### config.mk
export PLATFORM = sky130hd
export DESIGN_NAME = ysyx_24100029_ifu_prefetch
export DESIGN_NICKNAME = d
export VERILOG_FILES = /design/src/rtl/ysyx_24100029_ifu_pkg.sv /design/src/rtl/ysyx_24100029_ifu_prefetch.sv
export SDC_FILE = /design/constraint.sdc
export NUM_CORES = 1
export LEC_CHECK = 0
export CORE_UTILIZATION = 45
export CTS_BUF_LIST = sky130_fd_sc_hd__clkbuf_8
export CTS_CLUSTER_SIZE = 30
export DETAILED_ROUTE_END_ITERATION = 8
export PLACE_DENSITY = 0.88
export SLEW_MARGIN = 0
export SYNTH_ARGS = -nofsm -noshare
export SYNTH_HDL_FRONTEND = slang
export SYNTH_SLANG_ARGS = --single-unit
export TNS_END_PERCENT = 30
### constraint.sdc
create_clock -name clk -period 5.1 [get_ports clk]
set_input_delay 1.53 -clock clk [delete_from_list [all_inputs] [get_ports clk]]
set_output_delay 1.53 -clock clk [all_outputs]
set_load 0.01 [all_outputs]
### src/rtl/ysyx_24100029_ifu_pkg.sv
// Shared types for the IFU prefetcher: FSM state encoding, the FIFO entry
// layout and the reset fetch address.
package ysyx_24100029_ifu_pkg;

  localparam int IFU_ADDR_W = 32;
  localparam int IFU_INST_W = 32;

  localparam logic [IFU_ADDR_W-1:0] RESET_PC  = 32'h8000_0000;
  localparam logic [1:0]            RESP_OKAY = 2'b00;

  typedef enum logic [1:0] {
    S_IDLE = 2'd0,
    S_REQ  = 2'd1,
    S_WAIT = 2'd2,
    S_HALT = 2'd3
  } state_t;

  // FIFO DATA_WIDTH is $bits(fetch_entry_t).
  typedef struct packed {
    logic                  fault;
    logic [IFU_ADDR_W-1:0] pc;
    logic [IFU_INST_W-1:0] inst;
  } fetch_entry_t;

endpackage

### src/rtl/ysyx_24100029_ifu_prefetch.sv
// Sequential instruction prefetcher feeding the IFU FIFO, one outstanding read.
// Optional YSYX_24100029_PREFETCH_MISALIGN_CHK_EN faults misaligned PCs without a bus request.
module ysyx_24100029_ifu_prefetch #(
  parameter int                ADDR_W   = ysyx_24100029_ifu_pkg::IFU_ADDR_W,
  parameter int                INST_W   = ysyx_24100029_ifu_pkg::IFU_INST_W,
  parameter int                ENTRY_W  = 1 + ADDR_W + INST_W,
  parameter logic [ADDR_W-1:0] RESET_PC = ysyx_24100029_ifu_pkg::RESET_PC
) (
  input  logic               clk,
  input  logic               rst_n,
  input  logic               redirect_valid,
  input  logic [ADDR_W-1:0]  redirect_pc,
  output logic               arvalid,
  output logic [ADDR_W-1:0]  araddr,
  input  logic               arready,
  input  logic               rvalid,
  input  logic [INST_W-1:0]  rdata,
  input  logic [1:0]         rresp,
  output logic               rready,
  input  logic               fifo_full,
  output logic               fifo_wr_en,
  output logic [ENTRY_W-1:0] fifo_data_in,
  output logic               fifo_clr
);
  import ysyx_24100029_ifu_pkg::*;

  state_t             r_state, w_state_nxt;
  logic [ADDR_W-1:0]  r_pc, w_pc_nxt;
  logic [ADDR_W-1:0]  r_araddr;
  logic               r_kill, w_kill_nxt;
  logic               w_issue;
  logic               w_fault;
  logic [INST_W-1:0]  w_inst;

  // araddr is latched separately so a redirect during REQ can move r_pc
  // without disturbing the address already presented on the bus.
  always_ff @(posedge clk) begin
    if (!rst_n) begin
      r_state  <= S_IDLE;
      r_pc     <= RESET_PC;
      r_araddr <= RESET_PC;
      r_kill   <= 1'b0;
    end else begin
      r_state <= w_state_nxt;
      r_pc    <= w_pc_nxt;
      r_kill  <= w_kill_nxt;
      if (w_issue) r_araddr <= r_pc;
    end
  end

  always_comb begin
    w_state_nxt = r_state;
    w_pc_nxt    = redirect_valid ? redirect_pc : r_pc;
    w_kill_nxt  = r_kill;
    w_issue     = 1'b0;
    w_fault     = 1'b0;
    w_inst      = '0;
    arvalid     = 1'b0;
    rready      = 1'b0;
    fifo_wr_en  = 1'b0;
    case (r_state)
      S_IDLE: begin
        if (!redirect_valid && !fifo_full) begin
`ifdef YSYX_24100029_PREFETCH_MISALIGN_CHK_EN
          if (r_pc[1:0] != 2'b00) begin
            fifo_wr_en  = 1'b1;
            w_fault     = 1'b1;
            w_state_nxt = S_HALT;
          end else begin
            w_issue     = 1'b1;
            w_state_nxt = S_REQ;
          end
`else
          w_issue     = 1'b1;
          w_state_nxt = S_REQ;
`endif
        end
      end
      S_REQ: begin
        arvalid = 1'b1;
        if (redirect_valid) w_kill_nxt = 1'b1;
        if (arready) w_state_nxt = S_WAIT;
      end
      S_WAIT: begin
        rready = 1'b1;
        if (rvalid) begin
          w_state_nxt = S_IDLE;
          w_kill_nxt  = 1'b0;
          // A stale or same-cycle-redirected response is simply dropped.
          if (!r_kill && !redirect_valid) begin
            fifo_wr_en = 1'b1;
            if (rresp == RESP_OKAY) begin
              w_inst   = rdata;
              w_pc_nxt = r_pc + ADDR_W'(4);
            end else begin
              w_fault     = 1'b1;
              w_state_nxt = S_HALT;
            end
          end
        end else if (redirect_valid) begin
          w_kill_nxt = 1'b1;
        end
      end
      S_HALT: begin
        if (redirect_valid) w_state_nxt = S_IDLE;
      end
      default: w_state_nxt = S_IDLE;
    endcase
  end

  assign araddr       = r_araddr;
  assign fifo_clr     = redirect_valid;
  assign fifo_data_in = {w_fault, r_pc, w_inst};

endmodule

Word-level counts from Yosys, hierarchy flattened
Index checks and enable logic that the tools add are counted.
{ "word_totals": {"mem_bits_rw": 0, "latch_bits": 0, "mem_bits_ro": 0, "elab_cells": 51, "register_bits": 67, "n_memories": 0} }
{ "classes": {"addsub": 1, "shifts": 0, "div_mod_pow": 0, "reduce_logical": 9, "n_eq_ne": 7, "n_lt_le_gt_ge": 0, "bitwise": 0, "n_mux": 30, "mul": 0} }
{ "op_table": {"columns": ["operator", "n"], "rows": [
  ["32-bit two-way mux", 9],
  ["32-bit by 3-bit adder with 32-bit output, second input constant", 1],
  ["1-bit two-way mux", 13],
  ["2-bit two-way mux", 6],
  ["2-bit inequality test, second input constant", 4],
  ["2-bit case mux with 4 select lines", 1],
  ["2-bit == test, second input constant", 2],
  ["2-bit zero test", 2],
  ["4-bit AND reduction", 1],
  ["1-bit zero test", 3],
  ["2-bit by 1-bit == test with 1-bit output, second input constant", 1],
  ["1-bit logical AND", 2],
  ["1-bit case mux with 2 select lines", 1],
  ["2-bit nonzero test", 1]
]} }

Logic depth before layout (Yosys ltp)
{ "depth": {"ltp_word": 5, "mapped_depth": 10, "ltp_nobuf": 8} }

Least setup slack after synthesis
No wires, ideal clock.
{ "synth_path": {"path_type": "input to output", "from": "in redirect_valid", "to": "out fifo_data_in[22]", "path_stages": 5, "t_arrival_ns": 2.478, "setup_slack_ns": 1.092, "required_ns": 3.570, "n_path_buf": 2, "cell_sequence": "nand4bb_4 inv_2 buf_6 clkbuf_1 and3_1"} }
{ "synth_via": {"elab_chain_cells": 5} }
{ "synth_lines": {"columns": ["element", "line", "text"], "rows": [
  ["from (decl)", "ysyx_24100029_ifu_prefetch.sv:11", "input logic redirect_valid,"],
  ["1-bit zero test", "ysyx_24100029_ifu_prefetch.sv:90", "if (!r_kill && !redirect_valid) begin"],
  ["1-bit logical AND", "ysyx_24100029_ifu_prefetch.sv:90", null],
  ["32-bit two-way mux", "ysyx_24100029_ifu_prefetch.sv:90", null],
  ["32-bit two-way mux", "ysyx_24100029_ifu_prefetch.sv:86", "if (rvalid) begin"],
  ["32-bit two-way mux", "ysyx_24100029_ifu_prefetch.sv:61", "case (r_state)"],
  ["to (decl)", "ysyx_24100029_ifu_prefetch.sv:22", "output logic [ENTRY_W-1:0] fifo_data_in,"]
]} }
No other way between the ends.

Worst setup path in the final report
{ "layout_path": {"from": "in redirect_valid", "to": "out fifo_data_in[26]"} }
Same word-level chain as after synthesis.

==> flow_summary.yaml <==
clock_network:
  cts.clk_slew.worst_paths_ps: 70
  cts_tree: "done"
  cts_sinks: 67
  htreeDepth: 3
  clk_latency_ps: 350
  cts_max_path_buffers: 2
  ctsResizeCount: 0
  cts_buffers: 9
  root_buffer: "clkbuf_8"
  cts_setup_buffers: 0
  cts_hold_buf: 0
synthesis:
  synthesis.nets: 538
  synth_seq_cells: 67
  synth-async-reset-ratio_pct: 0
  synth-edff-count: 0
  synth_top_cell_by_area: "dfxtp_1"
  synth_area_per_cell_sq_um: 7.68
  yosysSeqAreaShare_pct: 38.0
  netlist_top_cells_count: "nand2_1, dfxtp_1, a21oi_1, and3_1, clkbuf_1"
  yosys.cell_types.count: 55
  synth_most_common_cell: "nand2_1"
  ys.flop_type: "dfxtp_1"
  syn-instance-count: 460
  netlist.area_leader.share_pct: 38.0
  synthesis.area_sq_um: 3530
  yosysWarnings: 0
  yosys-top-cells-area: "dfxtp_1, a21oi_1, nand2_1, and3_1, clkbuf_1"
finish:
  fill_cells: 599
  final_layout_size_suffix_gt1_share_pct: 6.44
  n_antenna_cell: 0
  fin_nets: 695
  area_growth_pct: 54.6
  final_core_util_pct: 73.7
routing:
  drtPass1Iterations: 5
  antenna_left: 0
  vias: 4078
  drc: 0
  routed_wl_um: 11700
  detail_route.vias_per_cell: 5.66
  drt_iter0_markers: 294
  wl_per_cell_um: 16.2
global_routing:
  antenna_found_initial: 0
  grt_pass1_vias: 3902
  grt_use_total_pct: 28.2
  grt_overflow: 0
  grt_pass1_wl_um: 18900
  grt_util_met2_pct: 49.8
  met1_usage_pct: 33.9
  grt_max_degree: 45
  grt_util_met3_pct: 8.33
  top_usage_layer: "met2"
power_and_ir_drop:
  p_int_uw: 919
  ir_drop_mv: 0.133
  pwr-share-comb_pct: 25.6
  switchingPower_uw: 421
  power.leakage_uw: 0.00208
  sequentialPowerShare_pct: 45.0
  pwr-share-clk_pct: 29.3
  p_per_area_nw_per_um2: 245
  switching_share_pct: 31.4
sta:
  fmax_mhz: 201
  fin_crit_sh_pct: 97.4
  max-slew-margin-rel_pct: 46.9
  tightest_slew_ps: 795
  hold_slack_ps: 460
  fin_crit_ps: 4970
  final.setup_skew_ps: 10.7
  setup_viol: 0
  fin_tns_setup_ps: 0
  slew_viol_final: 0
  finalHoldViolations: 0
  rsz0062_at_grt: "no"
placed_design:
  gp_congestion: 0.813
  io_buffers: 172
  dp_hpwl_um: 8420
floorplan:
  die_h_um: 90.6
  start_util_pct: 47.7
  die_area_sq_um: 8210
  core_sq_um: 7410
  io_pins: 173
  rows: 31
  die_x_um: 90.6
critical_path:
  crit_type: "input pin to output pin"
  crit_arrival_ps: 3440
  cp-start-kind: "input pin"
  cp_slowest_stage_delay_ps: 540
  path_max_fanout: 34
  required_ps: 3570
  crit_chain: "clkdlybuf4s50_1 -> nand4bb_4 -> inv_2 -> and3_1 -> clkdlybuf4s50_1"
  cp_slowest_cell: "clkdlybuf4s50_1"
  cp-end-kind: "output pin"
  path_common_cell: "clkdlybuf4s50_1"
run:
  maxCapViolations: 0
outcome:
  outcome: "completed"
min_path:
  hp-class: "flip-flop to flip-flop"
==> per-layer routing <==
| layer | routed length [um] | vias to the layer above |
|---|---|---|
| met5 | 0 | - |
| li1 | - | 1945 |
| met4 | 94 | 0 |
| met1 | 4550 | 1914 |
| met3 | 1080 | 14 |
| met2 | 5930 | 205 |
==> sequential cells by signal, summed over array words and instances (netlist names) <==
signal / count
r_state: 2
r_kill: 1
r_pc: 32
araddr: 32
==> cell type report <==
class	instances	area, sq um	share of cell area [%]
sequential	67	1340	24.6
timing repair buffer	181	1790	32.8
tap	99	124	2.27
inverter	16	60.1	1.10
clock inverter	5	30.0	0.550
multi-input combinational	342	1980	36.3
clock buffer	10	138	2.52
==> logic make-up after synthesis <==
kind of cell / synth area share, %
fa+ha+maj: 2.12
compound gates: 19.4
simple gates: 30.5
flops: 38.0
buf+inv: 5.98
xor+xnor: 0.992
mux: 2.97
==> power by group through the flow <==
stage | Combinational (uW) | Sequential, uW | Clock [uW]
3_3_place_gp | 331 | 611 | 0
3_5_place_dp | 342 | 614 | 0
4_1_cts | 344 | 603 | 392
5_1_grt | 376 | 609 | 417
2_1_floorplan | 164 | 616 | 0
6_report | 344 | 604 | 393
==> worst paths after layout <==
path | from | end | slack, ps | depth (start not counted)
worst max-delay path | redirect_valid | fifo_data_in[26] | 130 | 5
worst min register to register | araddr[22] | araddr[22] | 460 | 2
worst min-delay path | araddr[22] | araddr[22] | 460 | 2
worst max register to register | r_state[0] | r_pc[16] | 2230 | 9
==> worst max-delay path, delay by kind of cell <==
| family | cells | cell delay, ps |
|---|---|---|
| AND/OR/NAND/NOR | 2 | 530 |
| buffers and inverters | 3 | 1370 |
==> stage by stage <==
step	area (sq um)	std cells	setup slack [ps]	total power, uW
after floorplan	3530	460	1090	779
after global placement	5300	705	211	943
after detailed placement	5300	705	148	956
after CTS	5460	720	133	1340
after global routing	5460	720	44.8	1400
final	5460	720	131	1340
==> layout by cell type, fill, tap and decap left out, types with 8 or more instances in the layout <==
| master | netlist | layout |
|---|---|---|
| clkbuf_8 | 0 | 10 |
| nand2_1 | 85 | 85 |
| inv_1 | 15 | 14 |
| nor2_1 | 20 | 20 |
| nand3_1 | 15 | 15 |
| o21ai_0 | 14 | 14 |
| and3_1 | 40 | 40 |
| clkdlybuf4s50_1 | 0 | 172 |
| dfxtp_1 | 67 | 67 |
| nor3_1 | 12 | 12 |
| buf_4 | 3 | 9 |
| a21oi_1 | 64 | 64 |
| a22oi_1 | 8 | 8 |
No activity file was read; power rests on OpenSTA's default activity.
